$ cat src/rtl/reg_bank_arbiter.sv
// Round-robin arbiter that funnels NUM_REQ register-write requesters into a
// single one-hot write port, flagging out-of-range addresses and counting writes.
module reg_bank_arbiter #(
  parameter int DATA_WIDTH = 16,
  parameter int NUM_REQ    = 4,
  parameter int NUM_REGS   = 8,
  parameter int ADDR_WIDTH = 3
) (
  input  logic                           clk,
  input  logic                           rst,
  input  logic [NUM_REQ-1:0]             req_valid,
  input  logic [NUM_REQ*ADDR_WIDTH-1:0]  req_addr,
  input  logic [NUM_REQ*DATA_WIDTH-1:0]  req_data,
  output logic [NUM_REQ-1:0]             req_ready,
  output logic [NUM_REGS-1:0]            reg_write,
  output logic [DATA_WIDTH-1:0]          reg_data,
  output logic                           err_addr,
  output logic [15:0]                    wr_count
);

  localparam int PTR_W = (NUM_REQ > 1) ? $clog2(NUM_REQ) : 1;

  logic [PTR_W-1:0]      ptr;
  logic [PTR_W-1:0]      ptr_next;
  logic [PTR_W-1:0]      grant_idx;
  logic                  grant_any;
  logic [ADDR_WIDTH-1:0] grant_addr;
  logic [DATA_WIDTH-1:0] grant_data;
  logic [NUM_REGS-1:0]   write_vec;
  logic                  addr_ok;

  // Two passes give the rotated search: first ptr..top, then wrap to 0..ptr-1.
  always_comb begin
    grant_any = 1'b0;
    grant_idx = '0;
    for (int j = 0; j < NUM_REQ; j++) begin
      if (!grant_any && req_valid[j] && (j >= int'(ptr))) begin
        grant_any = 1'b1;
        grant_idx = PTR_W'(j);
      end
    end
    for (int j = 0; j < NUM_REQ; j++) begin
      if (!grant_any && req_valid[j] && (j < int'(ptr))) begin
        grant_any = 1'b1;
        grant_idx = PTR_W'(j);
      end
    end
    if (rst) begin
      grant_any = 1'b0;
    end
  end

  always_comb begin
    req_ready = '0;
    for (int j = 0; j < NUM_REQ; j++) begin
      if (grant_any && (j == int'(grant_idx))) begin
        req_ready[j] = 1'b1;
      end
    end
  end

  always_comb begin
    grant_addr = '0;
    grant_data = '0;
    for (int j = 0; j < NUM_REQ; j++) begin
      if (j == int'(grant_idx)) begin
        grant_addr = req_addr[j*ADDR_WIDTH +: ADDR_WIDTH];
        grant_data = req_data[j*DATA_WIDTH +: DATA_WIDTH];
      end
    end
  end

  always_comb begin
    write_vec = '0;
    for (int r = 0; r < NUM_REGS; r++) begin
      write_vec[r] = (int'(grant_addr) == r);
    end
    addr_ok  = (int'(grant_addr) < NUM_REGS);
    ptr_next = (int'(grant_idx) == NUM_REQ - 1) ? '0 : grant_idx + 1'b1;
  end

  // The counter follows the registered strobe, so it lags reg_write by one edge.
  always_ff @(posedge clk) begin
    if (rst) begin
      ptr       <= '0;
      reg_write <= '0;
      reg_data  <= '0;
      err_addr  <= 1'b0;
      wr_count  <= '0;
    end else begin
      reg_write <= '0;
      if (grant_any) begin
        ptr <= ptr_next;
        if (addr_ok) begin
          reg_write <= write_vec;
          reg_data  <= grant_data;
        end else begin
          err_addr <= 1'b1;
        end
      end
      if (|reg_write) begin
        wr_count <= wr_count + 16'd1;
      end
    end
  end

endmodule

$ cat config.mk
export PLATFORM = sky130hd
export DESIGN_NAME = reg_bank_arbiter
export DESIGN_NICKNAME = d
export VERILOG_FILES = /design/src/rtl/reg_bank_arbiter.sv
export SDC_FILE = /design/constraint.sdc
export NUM_CORES = 1
export LEC_CHECK = 0
export ABC_AREA = 1
export CORE_MARGIN = 4
export CORE_UTILIZATION = 50
export CTS_BUF_LIST = sky130_fd_sc_hd__clkbuf_8
export CTS_CLUSTER_DIAMETER = 30
export DETAILED_ROUTE_END_ITERATION = 6
export DONT_BUFFER_PORTS = 1
export GPL_TIMING_DRIVEN = 0
export PLACE_DENSITY_LB_ADDON = 0.12
export SETUP_SLACK_MARGIN = 0.05
export SLEW_MARGIN = 5
export SYNTH_ARGS = -nofsm -noshare
export SYNTH_HDL_FRONTEND = slang
export SYNTH_SLANG_ARGS = --single-unit
$ cat constraint.sdc
create_clock -name clk -period 3.2 [get_ports clk]
set_input_delay 0.48 -clock clk [delete_from_list [all_inputs] [get_ports clk]]
set_output_delay 0.48 -clock clk [all_outputs]
set_load 0.005 [all_outputs]
Word-level counts from Yosys, hierarchy flattened
Index checks and enable logic that the tools add are counted.
{ "op_classes": {"n_div": 0, "n_mul": 0, "order_cmp": 6, "n_eq_ne": 11, "reduce_logical": 26, "add_sub_neg": 2, "n_shift": 0, "mux": 27, "n_bitwise": 1} }
{ "op_table": {"columns": ["cell", "n"], "rows": [
  ["16-bit two-way mux", 4],
  ["16-bit by 1-bit adder with 16-bit output (second input constant)", 1],
  ["1-bit logical AND", 16],
  ["1-bit two-way mux", 13],
  ["3-bit == test (second input constant)", 4],
  ["2-bit two-way mux", 6],
  ["3-bit two-way mux", 4],
  ["8-bit OR reduction", 1],
  ["3-bit by 2-bit == test with 1-bit output (second input constant)", 2],
  ["1-bit logical NOT", 6],
  ["2-bit == test (first input constant)", 2],
  ["1-bit by 2-bit >= comparator with 1-bit output (first input constant)", 2],
  ["1-bit by 2-bit less-than comparator with 1-bit output (first input constant)", 2],
  ["3-bit by 1-bit == test with 1-bit output (second input constant)", 1],
  ["3-bit logical NOT", 1],
  ["2-bit by 1-bit adder with 2-bit output (second input constant)", 1],
  ["1-bit by 2-bit == test with 1-bit output (first input constant)", 1],
  ["2-bit by 1-bit == test with 1-bit output (second input constant)", 1],
  ["2-bit >= comparator (first input constant)", 1],
  ["2-bit logical NOT", 1],
  ["2-bit less-than comparator (first input constant)", 1],
  ["2-bit OR reduction", 1],
  ["1-bit NOT", 1]
]} }
{ "totals": {"ram_bits": 0, "latch_bits": 0, "n_memories": 0, "mem_bits_ro": 0, "ff_bits": 42, "out_inout_bits": 45} }

Logic depth before layout (Yosys ltp)
Gate-level depths: netlist (run 1).
{ "depth": {"word_depth": 32, "ltp_mapped": 19, "ltp_nobuf": 18} }

Worst setup path after synthesis (run 1)
No wires, ideal clock.
{ "synth_path": {"path_kind": "input to output", "startpoint": "in req_valid[2]", "endpoint": "out req_ready[3]", "stages": 11, "arrival_time_ns": 1.985, "t_required_ns": 2.720, "path_slack_ns": 0.735, "cell_sequence": "nand2_1 nand2_2 nor2_4 nand2_1 o21ai_0 ha_1 buf_2 inv_2 clkbuf_1 buf_2 nor2_1"} }
{ "synth_between": {"elab_chain_cells": 21} }
{ "synth_lines": {"columns": ["element", "line", "text"], "rows": [
  ["from (decl)", "11", "input logic [NUM_REQ-1:0] req_valid,"],
  ["1-bit logical AND (2 in series)", "37", "if (!grant_any && req_valid[j] && (j >= int'(ptr))) begin"],
  ["1-bit two-way mux", "37", null],
  ["1-bit logical NOT", "37", null],
  ["1-bit logical AND", "37", null],
  ["1-bit two-way mux", "37", null],
  ["1-bit logical NOT", "43", "if (!grant_any && req_valid[j] && (j < int'(ptr))) begin"],
  ["1-bit logical AND (2 in series)", "43", null],
  ["1-bit two-way mux", "43", null],
  ["1-bit logical NOT", "43", null],
  ["1-bit logical AND (2 in series)", "43", null],
  ["1-bit two-way mux", "43", null],
  ["1-bit logical NOT", "43", null],
  ["1-bit logical AND (2 in series)", "43", null],
  ["2-bit two-way mux or 1-bit two-way mux (tied branches)", "43", null],
  ["1-bit by 2-bit == test with 1-bit output or 1-bit two-way mux (tied branches)", "56, 48", null],
  ["1-bit logical AND *", "56", "if (grant_any && (j == int'(grant_idx))) begin"],
  ["1-bit two-way mux *", "56", null],
  ["to (decl)", "14", "output logic [NUM_REQ-1:0] req_ready,"]
]} }
Mark *: on every way between the ends. The rest lies on a longest branch, timed or not.

Final worst setup path (run 1)
{ "layout_path": {"startpoint": "reg ptr[1]", "endpoint": "out req_ready[3]"} }
{ "layout_between": {"elab_chain_cells": 29} }
{ "layout_lines": {"columns": ["element", "line", "text"], "rows": [
  ["from (decl)", "23", "logic [PTR_W-1:0] ptr;"],
  ["from (signal assigned)", "93", "ptr <= ptr_next;"],
  ["1-bit by 2-bit >= comparator with 1-bit output", "37", null],
  ["1-bit logical AND", "37", null],
  ["1-bit two-way mux", "37", null],
  ["1-bit logical NOT", "37", null],
  ["1-bit logical AND (2 in series)", "37", null],
  ["1-bit two-way mux", "37", null],
  ["1-bit logical NOT", "37", null],
  ["1-bit logical AND (2 in series)", "37", null],
  ["[... 9 more ...]", null, null],
  ["1-bit logical AND (2 in series)", "43", null],
  ["1-bit two-way mux", "43", null],
  ["1-bit logical NOT", "43", null],
  ["1-bit logical AND (2 in series)", "43", null],
  ["2-bit two-way mux or 1-bit two-way mux (tied branches)", "43", null],
  ["1-bit by 2-bit == test with 1-bit output or 1-bit two-way mux (tied branches)", "56, 48", null],
  ["1-bit logical AND *", "56", null],
  ["1-bit two-way mux *", "56", null]
]} }
Marks and branches as above.

==> metrics.cfg, run 1 <==
[outcome]
run_status=finished clean

[routing]
routedWlPerCell_um=13.8
ant_nets=0
vias_per_cell=5.11
drt-total-wl_um=7260
vias=2685
drtPass1Iterations=4
drtIter0Drc=101
drc=0

[sta]
finalSetupViolCount=0
fin_tns_setup_ns=0
slew_headroom_pct=66.3
hold_violations=0
min_period_ns=2.88
finClkSkew_ns=0.00591
max_slew.worst_pin.slew_ns=0.505
fin_crit_sh_pct=90.1
fin_hold_ws_ns=0.252
grt_setup_unrepaired=false
max_freq_mhz=347
final-max-slew-violation-count=0

[worst_setup_path]
path_class=flop to primary output
path_max_fanout=10
cp-start-kind=flop
critPathRequiredTime_ns=2.72
rr_worst_depth=18
cp_data_arrival_time_ns=2.40
worst_r2r_endpoint=reg_data[7]
cp-end-kind=primary output
path_cells=nor2_1 -> nand2_1 -> nand2_1 -> nor2_4 -> nand4_1 -> o21ai_0 -> ha_1 -> buf_2 -> inv_2 -> clkbuf_1 -> buf_2 -> nor2_1
cp_slowest_cell=dfxtp_1
r2r_slack_ns=0.74
cp_slowest_stage_delay_ns=0.34
reg2reg_from=ptr[1]

[yosys]
synth_cells=447
synth_top_area_share_pct=31.2
netlist_top_cells_area=dfxtp_1 31%, nand2_1 23%, nor2_1 10%
synth_fp_nets=534
ys.flop_type=dfxtp_1
synth_common_cells=165 x nand2_1, 74 x nor2_1, 42 x dfxtp_1, 35 x a21oi_1, 27 x o21ai_0
yosysTopAreaCell=dfxtp_1
synth_cell_types=27
post-synth-top-count-cell=nand2_1
ys_ff_latch=42
synth_area_um2=2690
avgSynthCellArea_um2=6.02
yosys_warnings=0
synth_edf_count=0
synth-async-reset-ratio_pct=0
seq_area_frac_synth_pct=31.2

[finish]
multiInputGateArea_um2=1630
fin_nets=541
fillers=549
syn2layout_area_growth_pct=7.35
antenna-diode-count=0
final-seq-area_um2=841
drive_gt1_share_pct=9.45

[clock_network]
h-tree-depth=2
cts.sinks=42
cts_buffers=5
cts_tree=yes
cts.reportedPaths.clkPinSlew_ns=0.08
insertion_delay_ns=0.29
clockRootBuffer=clkbuf_8
cts_buffer_depth=2

[pwr]
peakVddDrop_mv=0.342
p_leak_nw=1.32
p_per_area_nw_per_um2=627

[grt]
antenna_found_initial=0
grt_pass1_vias=2663
grt_usage_pct=22.6
grt_remaining_overflow=0
grt_max_degree=13
grt_pass1_wl_um=11700

[place]
place_congestion=0.959
hpwl_um=5710
portBuffers=0

[hold_path]
min_path_cells=1
hold_path_end=wr_count[5]
hp-class=input pin to flop
min_from=rst

[die]
ios=127
core_um2=5170
num_rows=26
die-area_um2=6620
die_w_um=81.4
die_y_um=81.4
start_util_pct=52.0

[flow_run]
maxCapViolCount=0

-- per-layer routing --
metal | GRT usage, % | wire (um) | vias to the layer above
li1 | - | - | 1402
met1 | 25.6 | 3010 | 1173
met2 | 40.0 | 3520 | 95
met3 | 7.43 | 615 | 15
met4 | 6.76 | 121 | 0
met5 | 0 | 0 | -
-- placed cells by master, fill, tap and decap left out, drive strengths merged --
| master | Yosys | final |
|---|---|---|
| nand2 | 167 | 167 |
| nor2 | 78 | 78 |
| dfxtp | 42 | 42 |
| a21oi | 36 | 36 |
| o21ai | 32 | 32 |
| inv | 27 | 29 |
| or2 | 14 | 14 |
| buf | 14 | 14 |
| clkbuf | 7 | 12 |
| nand3 | 11 | 11 |
| xor2 | 5 | 5 |
| ha | 5 | 5 |
| xnor2 | 4 | 4 |
| nand4 | 2 | 2 |
| a31oi | 1 | 1 |
| nor3 | 1 | 1 |
| conb | 1 | 1 |
| bufinv | 0 | 1 |
-- power breakdown --
part / internal [mW] / leakage (nW) / switching (mW)
sequential: 0.605 / 0.344 / 0.0744
combinational: 0.240 / 0.916 / 0.488
clock: 0.227 / 0.0607 / 0.175
total: 1.07 / 1.32 / 0.738
-- per-stage QoR --
| step | setup slack, ns | power, mW | utilization (%) | std cells | cell area [um^2] |
|---|---|---|---|---|---|
| 2_1_floorplan | 0.735 | 1.24 | - | 447 | 2690 |
| 3_3_place_gp | 0.352 | 1.40 | 53.7 | 517 | 2780 |
| 3_5_place_dp | 0.325 | 1.42 | 53.7 | 517 | 2780 |
| 4_1_cts | 0.0590 | 1.83 | 55.8 | 525 | 2890 |
| 5_1_grt | 0.112 | 1.97 | 55.9 | 525 | 2890 |
| 6_report | 0.316 | 1.81 | 55.9 | 525 | 2890 |
-- flip-flops by register name (all words and copies together) (netlist names) --
signal	count
reg_data	16
wr_count	16
reg_write	8
ptr	2
-- worst max path at each step --
stage,from,endpoint,slack [ns],depth (start not counted)
3_5_place_dp,req_valid[2],req_ready[3],0.33,11
6_report,ptr[1],req_ready[3],0.32,12
2_1_floorplan,req_valid[2],req_ready[3],0.73,11
3_3_place_gp,req_valid[2],req_ready[3],0.35,11
4_1_cts,ptr[1],req_ready[3],0.06,12
5_1_grt,ptr[1],req_ready[3],0.11,12
-- worst max-delay path, delay by kind of cell (launching register included) --
kind / cells / cell delay [ns]
AOI/OAI and AO/OA: 1 / 0.14
adders and majority gates: 1 / 0.21
buffers and inverters: 4 / 0.86
DFF: 1 / 0.34
and+or+nand+nor: 6 / 0.57
-- area by class of cell --
class                   count  share of cell area [%]
clock inverters             3                    1.30
inverters                  27                    3.51
well taps                  70                    3.03
flip-flops and latches     42                    29.1
multi-input cells         357                    56.3
clock buffers               5                    2.38
plain buffers              21                    4.37
-- logic make-up after synthesis --
kind of cell,count (synthesis),synth area share (%)
compound gates,69,13.3
fa+ha+maj,5,2.32
buf+inv,48,8.46
xor+xnor,9,2.93
other cells,1,0.139
simple gates,273,41.6
flops,42,31.2
-- repair_timing --
action,4_1_cts,5_1_grt
endpoints found under the setup margin,0,3
gates resized for setup,0,2
hold buffers,0,0
buffers inserted,0,0
Note: power is estimated with default switching activity, not from simulation.
==> run 2, diff against run 1 <==
- CAP_MARGIN: default -> 25
==> results of run 2 <==
Final layout, timing and power as in run 1 (identical DEF).
